`config.mk`:
```
export PLATFORM = sky130hd
export DESIGN_NAME = writeback_arbiter_flat
export DESIGN_NICKNAME = d
export VERILOG_FILES = /design/src/rtl/writeback_arbiter_pkg.sv /design/src/rtl/writeback_arbiter_if.sv /design/src/rtl/writeback_arbiter_load_scoreboard.sv /design/src/rtl/writeback_arbiter.sv /design/src/flat_wrapper.sv
export SDC_FILE = /design/constraint.sdc
export NUM_CORES = 1
export LEC_CHECK = 0
export CAP_MARGIN = 15
export CORE_AREA = 2 2 139 73
export CTS_CLUSTER_DIAMETER = 50
export DETAILED_ROUTE_END_ITERATION = 10
export DIE_AREA = 0 0 141 75
export PLACE_DENSITY_LB_ADDON = 0.25
export SLEW_MARGIN = 20
export SYNTH_ARGS = -nofsm -noshare
export SYNTH_HDL_FRONTEND = slang
export SYNTH_SLANG_ARGS = --single-unit
```
`constraint.sdc`:
```
create_clock -name i_Clock -period 2.9 [get_ports i_Clock]
set_input_delay 0.58 -clock i_Clock [delete_from_list [all_inputs] [get_ports i_Clock]]
set_output_delay 0.58 -clock i_Clock [all_outputs]
set_load 0.05 [all_outputs]
```
`src/rtl/writeback_arbiter_pkg.sv`:
```
`default_nettype none
// ============================================================================
// Module   : writeback_arbiter_pkg
// Purpose  : Core datapath sizes and shared types for the writeback arbiter.
// Revision : 1.0
// ============================================================================
package writeback_arbiter_pkg;

    localparam int XLEN             = 32;
    localparam int REG_ADDR_WIDTH   = 5;
    localparam int NUM_REGS         = 1 << REG_ADDR_WIDTH;
    localparam int WB_STARVE_LIMIT  = 4;
    localparam int STARVE_CNT_WIDTH = 4;

    typedef logic [REG_ADDR_WIDTH-1:0] reg_addr_t;
    typedef logic [XLEN-1:0]           xlen_t;

    typedef enum logic [1:0] {
        GRANT_NONE = 2'd0,
        GRANT_ALU  = 2'd1,
        GRANT_LOAD = 2'd2
    } grant_e;

endpackage
`default_nettype wire

```
`src/rtl/writeback_arbiter_if.sv`:
```
`default_nettype none
// ============================================================================
// Module   : writeback_arbiter_if
// Purpose  : Producer handshakes, issue-stage hazard lookup and RF write port.
// Revision : 1.0
// ============================================================================
interface writeback_arbiter_if;
    import writeback_arbiter_pkg::*;

    logic      i_Alu_Valid;
    logic      o_Alu_Ready;
    reg_addr_t i_Alu_Addr;
    xlen_t     i_Alu_Data;
    logic      i_Load_Valid;
    logic      o_Load_Ready;
    reg_addr_t i_Load_Addr;
    xlen_t     i_Load_Data;
    logic      i_Load_Issue;
    reg_addr_t i_Load_Issue_Addr;
    reg_addr_t i_Hazard_Addr_1;
    reg_addr_t i_Hazard_Addr_2;
    reg_addr_t i_Hazard_Addr_Dest;
    logic      o_Hazard;
    logic      o_Write_Enable;
    reg_addr_t o_Write_Addr;
    xlen_t     o_Write_Data;

    modport master (
        output i_Alu_Valid, i_Alu_Addr, i_Alu_Data,
        output i_Load_Valid, i_Load_Addr, i_Load_Data,
        output i_Load_Issue, i_Load_Issue_Addr,
        output i_Hazard_Addr_1, i_Hazard_Addr_2, i_Hazard_Addr_Dest,
        input  o_Alu_Ready, o_Load_Ready, o_Hazard,
        input  o_Write_Enable, o_Write_Addr, o_Write_Data
    );

    modport slave (
        input  i_Alu_Valid, i_Alu_Addr, i_Alu_Data,
        input  i_Load_Valid, i_Load_Addr, i_Load_Data,
        input  i_Load_Issue, i_Load_Issue_Addr,
        input  i_Hazard_Addr_1, i_Hazard_Addr_2, i_Hazard_Addr_Dest,
        output o_Alu_Ready, o_Load_Ready, o_Hazard,
        output o_Write_Enable, o_Write_Addr, o_Write_Data
    );

endinterface
`default_nettype wire

```
`src/rtl/writeback_arbiter_load_scoreboard.sv`:
```
`default_nettype none
// ============================================================================
// Module   : writeback_arbiter_load_scoreboard
// Purpose  : Per-register outstanding-load bits and three-way hazard lookup.
// Revision : 1.0
// ============================================================================
module writeback_arbiter_load_scoreboard
    import writeback_arbiter_pkg::*;
(
    input  wire       i_Clock,
    input  wire       i_Reset_N,
    input  wire       i_Set,
    input  reg_addr_t i_Set_Addr,
    input  wire       i_Clear,
    input  reg_addr_t i_Clear_Addr,
    input  reg_addr_t i_Addr_1,
    input  reg_addr_t i_Addr_2,
    input  reg_addr_t i_Addr_Dest,
    output logic      o_Hazard
);

    logic [NUM_REGS-1:0] r_busy;

    // Set is applied after clear so a reissued load keeps its register busy.
    always_ff @(posedge i_Clock) begin
        if (!i_Reset_N) begin
            r_busy <= '0;
        end else begin
            if (i_Clear) begin
                r_busy[i_Clear_Addr] <= 1'b0;
            end
            if (i_Set && (i_Set_Addr != '0)) begin
                r_busy[i_Set_Addr] <= 1'b1;
            end
            r_busy[0] <= 1'b0;
        end
    end

    assign o_Hazard = r_busy[i_Addr_1] | r_busy[i_Addr_2] | r_busy[i_Addr_Dest];

endmodule
`default_nettype wire

```
`src/rtl/writeback_arbiter.sv`:
```
`default_nettype none
// ============================================================================
// Module   : writeback_arbiter
// Purpose  : Shares the RF write port between ALU and load writebacks, with
//            load priority, ALU anti-starvation and a load scoreboard.
// Revision : 1.0
// ============================================================================
module writeback_arbiter
    import writeback_arbiter_pkg::*;
#(
    parameter int STARVE_LIMIT = WB_STARVE_LIMIT
) (
    input  wire                i_Clock,
    input  wire                i_Reset_N,
    writeback_arbiter_if.slave wb
);

    localparam logic [STARVE_CNT_WIDTH-1:0] c_STARVE_LIMIT = STARVE_CNT_WIDTH'(STARVE_LIMIT);

    logic [STARVE_CNT_WIDTH-1:0] r_starve_cnt;
    logic                        r_write_enable;
    reg_addr_t                   r_write_addr;
    xlen_t                       r_write_data;
    logic                        w_starved;
    logic                        w_alu_ready;
    logic                        w_load_ready;
    grant_e                      w_grant;
    reg_addr_t                   w_grant_addr;
    xlen_t                       w_grant_data;

    // Readiness depends only on the other side's valid, never on its own.
    assign w_starved    = (r_starve_cnt == c_STARVE_LIMIT);
    assign w_load_ready = !(wb.i_Alu_Valid && w_starved);
    assign w_alu_ready  = !wb.i_Load_Valid || w_starved;

    always_comb begin
        w_grant      = GRANT_NONE;
        w_grant_addr = wb.i_Load_Addr;
        w_grant_data = wb.i_Load_Data;
        if (wb.i_Load_Valid && w_load_ready) begin
            w_grant = GRANT_LOAD;
        end else if (wb.i_Alu_Valid && w_alu_ready) begin
            w_grant      = GRANT_ALU;
            w_grant_addr = wb.i_Alu_Addr;
            w_grant_data = wb.i_Alu_Data;
        end
    end

    always_ff @(posedge i_Clock) begin
        if (!i_Reset_N) begin
            r_starve_cnt <= '0;
        end else if (wb.i_Alu_Valid && !w_alu_ready) begin
            if (!w_starved) begin
                r_starve_cnt <= r_starve_cnt + 1'b1;
            end
        end else begin
            r_starve_cnt <= '0;
        end
    end

    // Writes to x0 are accepted but never reach the register file.
    always_ff @(posedge i_Clock) begin
        if (!i_Reset_N) begin
            r_write_enable <= 1'b0;
            r_write_addr   <= '0;
            r_write_data   <= '0;
        end else if ((w_grant != GRANT_NONE) && (w_grant_addr != '0)) begin
            r_write_enable <= 1'b1;
            r_write_addr   <= w_grant_addr;
            r_write_data   <= w_grant_data;
        end else begin
            r_write_enable <= 1'b0;
        end
    end

    writeback_arbiter_load_scoreboard u_load_scoreboard (
        .i_Clock      (i_Clock),
        .i_Reset_N    (i_Reset_N),
        .i_Set        (wb.i_Load_Issue),
        .i_Set_Addr   (wb.i_Load_Issue_Addr),
        .i_Clear      (w_grant == GRANT_LOAD),
        .i_Clear_Addr (wb.i_Load_Addr),
        .i_Addr_1     (wb.i_Hazard_Addr_1),
        .i_Addr_2     (wb.i_Hazard_Addr_2),
        .i_Addr_Dest  (wb.i_Hazard_Addr_Dest),
        .o_Hazard     (wb.o_Hazard)
    );

    assign wb.o_Alu_Ready    = w_alu_ready;
    assign wb.o_Load_Ready   = w_load_ready;
    assign wb.o_Write_Enable = r_write_enable;
    assign wb.o_Write_Addr   = r_write_addr;
    assign wb.o_Write_Data   = r_write_data;

endmodule
`default_nettype wire

```
`src/flat_wrapper.sv`:
```
// flat-port wrapper written by rule: the top's interface ports become plain ports
module writeback_arbiter_flat import writeback_arbiter_pkg::*;
#(
    parameter int STARVE_LIMIT = WB_STARVE_LIMIT
)
  (i_Clock, i_Reset_N, wb_i_Alu_Valid, wb_i_Alu_Addr, wb_i_Alu_Data, wb_i_Load_Valid, wb_i_Load_Addr, wb_i_Load_Data, wb_i_Load_Issue, wb_i_Load_Issue_Addr, wb_i_Hazard_Addr_1, wb_i_Hazard_Addr_2, wb_i_Hazard_Addr_Dest, wb_o_Alu_Ready, wb_o_Load_Ready, wb_o_Hazard, wb_o_Write_Enable, wb_o_Write_Addr, wb_o_Write_Data);
  writeback_arbiter_if wb_i ();
  input  wire i_Clock;
  input  wire i_Reset_N;
  input wire logic [$bits(wb_i.i_Alu_Valid)-1:0] wb_i_Alu_Valid;
  input wire logic [$bits(wb_i.i_Alu_Addr)-1:0] wb_i_Alu_Addr;
  input wire logic [$bits(wb_i.i_Alu_Data)-1:0] wb_i_Alu_Data;
  input wire logic [$bits(wb_i.i_Load_Valid)-1:0] wb_i_Load_Valid;
  input wire logic [$bits(wb_i.i_Load_Addr)-1:0] wb_i_Load_Addr;
  input wire logic [$bits(wb_i.i_Load_Data)-1:0] wb_i_Load_Data;
  input wire logic [$bits(wb_i.i_Load_Issue)-1:0] wb_i_Load_Issue;
  input wire logic [$bits(wb_i.i_Load_Issue_Addr)-1:0] wb_i_Load_Issue_Addr;
  input wire logic [$bits(wb_i.i_Hazard_Addr_1)-1:0] wb_i_Hazard_Addr_1;
  input wire logic [$bits(wb_i.i_Hazard_Addr_2)-1:0] wb_i_Hazard_Addr_2;
  input wire logic [$bits(wb_i.i_Hazard_Addr_Dest)-1:0] wb_i_Hazard_Addr_Dest;
  output wire logic [$bits(wb_i.o_Alu_Ready)-1:0] wb_o_Alu_Ready;
  output wire logic [$bits(wb_i.o_Load_Ready)-1:0] wb_o_Load_Ready;
  output wire logic [$bits(wb_i.o_Hazard)-1:0] wb_o_Hazard;
  output wire logic [$bits(wb_i.o_Write_Enable)-1:0] wb_o_Write_Enable;
  output wire logic [$bits(wb_i.o_Write_Addr)-1:0] wb_o_Write_Addr;
  output wire logic [$bits(wb_i.o_Write_Data)-1:0] wb_o_Write_Data;
  assign wb_i.i_Alu_Valid = wb_i_Alu_Valid;
  assign wb_i.i_Alu_Addr = wb_i_Alu_Addr;
  assign wb_i.i_Alu_Data = wb_i_Alu_Data;
  assign wb_i.i_Load_Valid = wb_i_Load_Valid;
  assign wb_i.i_Load_Addr = wb_i_Load_Addr;
  assign wb_i.i_Load_Data = wb_i_Load_Data;
  assign wb_i.i_Load_Issue = wb_i_Load_Issue;
  assign wb_i.i_Load_Issue_Addr = wb_i_Load_Issue_Addr;
  assign wb_i.i_Hazard_Addr_1 = wb_i_Hazard_Addr_1;
  assign wb_i.i_Hazard_Addr_2 = wb_i_Hazard_Addr_2;
  assign wb_i.i_Hazard_Addr_Dest = wb_i_Hazard_Addr_Dest;
  assign wb_o_Alu_Ready = wb_i.o_Alu_Ready;
  assign wb_o_Load_Ready = wb_i.o_Load_Ready;
  assign wb_o_Hazard = wb_i.o_Hazard;
  assign wb_o_Write_Enable = wb_i.o_Write_Enable;
  assign wb_o_Write_Addr = wb_i.o_Write_Addr;
  assign wb_o_Write_Data = wb_i.o_Write_Data;
  writeback_arbiter #(.STARVE_LIMIT(STARVE_LIMIT)) u_core (.i_Clock(i_Clock), .i_Reset_N(i_Reset_N), .wb(wb_i));
endmodule
```
; Word-level counts from Yosys, hierarchy flattened
; Index checks and enable logic that the tools add are counted.
[totals]
word_cells = 57
regBits = 74
output_inout_bits = 41
inputBits = 99
[classes]
addsub = 1
n_eq_ne = 2
n_lt_le_gt_ge = 7
mux = 20
reduce_logical = 16
bitwise = 5
[op_table]
columns = operator, n
row1 = $mux 32, 5
row2 = $and 32x32->32, 1
row3 = $not 32->32, 1
row4 = $or 32x32->32, 1
row5 = $lt 5x6->1 const B, 5
row6 = $bmux 1 s5, 3
row7 = $demux 1 s5, 2
row8 = $ge 5x1->1 const B, 2
row9 = $mux 5, 2
row10 = $reduce_bool 5->1, 2
row11 = $logic_and 1x1->1, 8
row12 = $mux 1, 7
row13 = $add 4x1->4 const B, 1
row14 = $eq 4x3->1 const B, 1
row15 = $logic_not 1->1, 3
row16 = $eq 2x2->1 const B, 1
row17 = $mux 2, 1
row18 = $or 1x1->1, 2
row19 = $reduce_and 2->1, 1
row20 = $reduce_bool 2->1, 1
row21 = $logic_or 1x1->1, 1

; Longest topological paths before layout
[logic_depth]
ltp_word = 10
mapped_depth = 9
ltp_nobuf = 7

; By module
; A second synthesis with hierarchy kept.
[unflattened]
hier_cells = 531
area_unflattened_um2 = 4634.4
[by_module_without_submodules]
columns = mod, seq_area_each_um2, instances, area_each_um2, cells_per_inst
row1 = writeback_arbiter, 840.8, 1, 2413.6, 291
row2 = writeback_arbiter_load_scoreboard, 620.6, 1, 2220.9, 240

; Worst setup path before layout
; OpenSTA, ideal clock, no wires.
[synth_path]
path_type = input to output
startpoint = in wb_i_Hazard_Addr_1[2]
endpoint = out wb_o_Hazard
path_buffers = 1
t_required_ns = 2.320
path_slack_ns = -0.102
arrival_ns = 2.422
path_stages = 5
cell_sequence = clkbuf_1 > mux4_2 > mux2_2 > a311oi_1 > nand4_1
[synth_between]
elab_chain_cells = 4
[synth_rtl]
columns = element, line
row1 = start: declaration, flat_wrapper.sv:18  ; input wire logic [$bits(wb_i.i_Hazard_Addr_1)-1:0] wb_i_Hazard_Addr_1;
row2 = $bmux 1 s5, writeback_arbiter_load_scoreboard.sv:39  ; assign o_Hazard = r_busy[i_Addr_1] | r_busy[i_Addr_2] | r_busy[i_Addr_Dest];
row3 = $mux 1 (implied by the code), writeback_arbiter_load_scoreboard.sv:39
row4 = $or 1x1->1 (2 in a row), writeback_arbiter_load_scoreboard.sv:39
row5 = end: declaration, flat_wrapper.sv:23  ; output wire logic [$bits(wb_i.o_Hazard)-1:0] wb_o_Hazard;
; No other way between the ends. The select of a mux whose other input is x is not followed.

; Worst setup path in the final report
[layout_path]
startpoint = in wb_i_Hazard_Addr_Dest[1]
endpoint = out wb_o_Hazard
[layout_between]
elab_chain_cells = 3
[layout_rtl]
columns = element, line
row1 = start: declaration, flat_wrapper.sv:20  ; input wire logic [$bits(wb_i.i_Hazard_Addr_Dest)-1:0] wb_i_Hazard_Addr_Dest;
row2 = $bmux 1 s5, writeback_arbiter_load_scoreboard.sv:39
row3 = $mux 1 (implied by the code), writeback_arbiter_load_scoreboard.sv:39
row4 = $or 1x1->1, writeback_arbiter_load_scoreboard.sv:39
; No other way between the ends. The select of a mux whose other input is x is not followed.

==> impl_results.md <==
- CP startpoint: wb_i_Hazard_Addr_Dest[1]
- Post-synth top cells: 79 x nand2_1, 73 x dfxtp_1, 43 x mux2i_1, 37 x o21ai_0, 35 x o211a_1
- Vias in the first global route: 3916
- Fin cells: 711
- Data required, critical path: 2.32 ns
- Die width: 141 um
- Post-Route WL: 12.0 mm
- Final setup margin: 0.0502 ns
- CP most frequent cell: mux2i_1
- Hpwl dp: 8.73 mm
- Crit end category: primary output
- Slowest stage delay, CP: 0.50 ns
- Worst r2r src: u_core.r_starve_cnt[0]
- P_leak: 2.56 nW
- Remaining antenna violation count after routing: 0
- Maxcap violations: 0
- Hold violation count in the final report: 0
- Post-Syn Nets: 539
- Setup WS pre-CTS: -0.363 ns
- CTS max path bufs: 2
- Non-Filler Cell Area, Final: 0.00619 mm^2
- GRT Resource Usage Total: 0.232
- Clock Sinks: 73
- Initial antenna violation count: 0
- WS Path Type: input port to primary output
- Synthesis-stage register bit count: 73
- First-pass GRT wire length: 19.0 mm
- Clock-pin transition on the worst setup and hold timing paths: 0.05 ns
- Placed cells: 689
- Residual DRC: 0
- Synth Flop Type: dfxtp_1
- DR vias: 3957
- Critical Path Sink: wb_o_Hazard
- Clock root buffer: clkbuf_16
- Cells after Synth: 438
- Clock Latency Late Sink: 0.33 ns
- Gr ovfl total: 0
- FF-to-FF setup slack: 0.87 ns
- Synth area leaders: dfxtp_1 35%, mux2i_1 10%, mux4_2 9.7%, o211a_1 8.4%, nand2_1 7.1%
- Relative slew margins: 0.544
- Register area share after synthesis: 0.349
- Die Y: 75 um
- Row cnt: 25
- GPL Wtd Cong: 0.919
- Crit path cell chain: dlygate4sd2_1 > bufbuf_16 > mux2i_1 > mux4_2 > mux2i_1 > o22ai_1 > nand4_1 > buf_6
- Core Area: 0.00929 mm^2
- Placed cell areas: 0.00575 mm^2
- Fin util: 0.666
- Synth cell types: 42
- DIE AREA: 0.0106 mm^2
- Critical path's slowest cell: mux4_2
- Final worst-path cycle share: 0.983
- RSZ-0062 raised after global routing: no
- Power per cell area: 451 mW/mm^2
- Min Clock Period, post-route: 2.85 ns
- Initial Util: 0.451
- Status: finished clean
- # diodes: 0
- Reg2reg end: u_core.wb.o_Write_Addr[3]
- TritonCTS buffer count: 9
- DRT Pass-1 Iters: 4
- CTS tree: done
- Arrival @ worst endpoint: 2.27 ns
- Area delta synth->final: 47.6%
- Worst vdd ir: 0.302 mV
- Post-synth EDFFs: 0
- Synth Warn #: 0
- Nets: 687
- FMAX: 0.351 GHz
- Final setup vio count: 0
- Layout fillers: 762
- Initial DRC count: 258
- Mapped cell area: 0.00419 mm^2
- Power, Total: 0.00279 W
- Setup Skew: 0.00402 ns
- Post-synth ARST share: 0
- Avg Cell Area, Syn: 9.57 um^2
- Worst Path Max Fanout: 4
- Port Buffers: 139
- Largest net degree at the start of global routing: 47
- R2R depth: 8
- I/O Pins: 140
- Wire per inst: 16.9 um
- H-tree Lvls: 3
- Leading area contributor after synthesis: dfxtp_1
- Worst-margin pin slew: 0.681 ns
- Vias per cell: 5.57
- Most frequent cell after synthesis: nand2_1
- Startpoint types: input port
- Min-delay worst type: register to register
- Slew Viols, Final: 0
- Layout cells sized above 1: 0.147
- Top-area cell type share of the netlist area: 0.349
critical path, delay by kind of cell:
kind	cells	cell delay [ns]
simple gates	1	0.11
buf+inv	3	0.72
compound gates	1	0.10
mux	3	0.76
per-stage QoR:
stage	TNS, ns	hold WS [ns]
after detailed placement	-0.363	0.453
after CTS	0	0.464
final	0	0.459
after floorplan	0	0.430
after global placement	-0.405	0.449
after global routing	0	0.506
layer usage:
layer | vias up | global-route usage | part of all wire
met4 | 0 | 0.117 | 0.023
met1 | 1869 | 0.272 | 0.43
li1 | 1925 | - | -
met2 | 141 | 0.402 | 0.48
met5 | - | 0 | 0
met3 | 22 | 0.0706 | 0.069
layout make-up:
class | count | area (um^2) | area share
Multi-Input combinational cell | 328 | 2620 | 0.423
Timing Repair Buffer | 169 | 1680 | 0.272
Sequential cell | 73 | 1460 | 0.236
Clock buffer | 15 | 258 | 0.0416
Tap cell | 121 | 151 | 0.0245
Inverter | 5 | 18.8 | 0.00303
placed cells by master (no fill, tap or decap), types with 2 or more instances in the layout:
master,n
a21boi_0,32
o21ai_0,36
inv_1,4
clkdlybuf4s15_1,3
o211a_1,35
clkbuf_1,5
nand2b_1,3
ha_1,2
nand4b_1,2
nor3_1,2
and3_1,2
mux4_2,18
nor2_1,11
nand2_1,79
nand4_1,4
nor2b_1,3
dlygate4sd2_1,3
dlymetal6s2s_1,2
buf_4,24
nor3b_1,4
a21oi_1,3
o22ai_2,2
mux2_2,9
buf_6,5
and3b_1,3
nand3b_1,7
a2111oi_2,2
clkdlybuf4s50_1,126
clkbuf_16,9
nand3_1,4
mux2i_1,43
dfxtp_1,73
buf_12,3
and2_1,2
worst min path at each step:
stage / from / end / cells past startpoint
3_3_place_gp: u_core.r_starve_cnt[0] / u_core.r_starve_cnt[0] / 1
2_1_floorplan: u_core.r_starve_cnt[0] / u_core.r_starve_cnt[0] / 1
4_1_cts: u_core.r_starve_cnt[0] / u_core.r_starve_cnt[0] / 1
6_report: u_core.r_starve_cnt[0] / u_core.r_starve_cnt[0] / 1
3_5_place_dp: u_core.r_starve_cnt[0] / u_core.r_starve_cnt[0] / 1
5_1_grt: u_core.r_starve_cnt[0] / u_core.r_starve_cnt[0] / 1
what timing repair did:
item / CTS / global route
cloned: 1 / 0
setup buffers: 2 / 4
resized for setup: 22 / 15
hold buffers: 0 / 0
pin swaps: 6 / 3
setup endpoints to repair: 1 / 1
hold endpoints to repair: 0 / 0
registers in the layout, indices dropped and copies added (netlist names):
signal,cells
u_core.r_starve_cnt,4
u_core.wb.o_Write_Data,32
u_core.wb.o_Write_Addr,5
u_core.wb.o_Write_Enable,1
u_core.u_load_scoreboard.r_busy,31
cell families after synthesis:
kind of cell    Yosys count  share of synthesized area
fa+ha+maj                 2                    0.00597
mux                      71                      0.226
xor+xnor                  1                    0.00209
buf+inv                  37                     0.0501
compound gates          122                      0.218
simple gates            132                      0.149
flops                    73                      0.349
report_power, final:
part	switching, W	internal (W)
Sequential	0.0000311	0.00106
Clock	0.000380	0.000599
Combinational	0.000383	0.000340
Power figures use the tool's default switching activity.
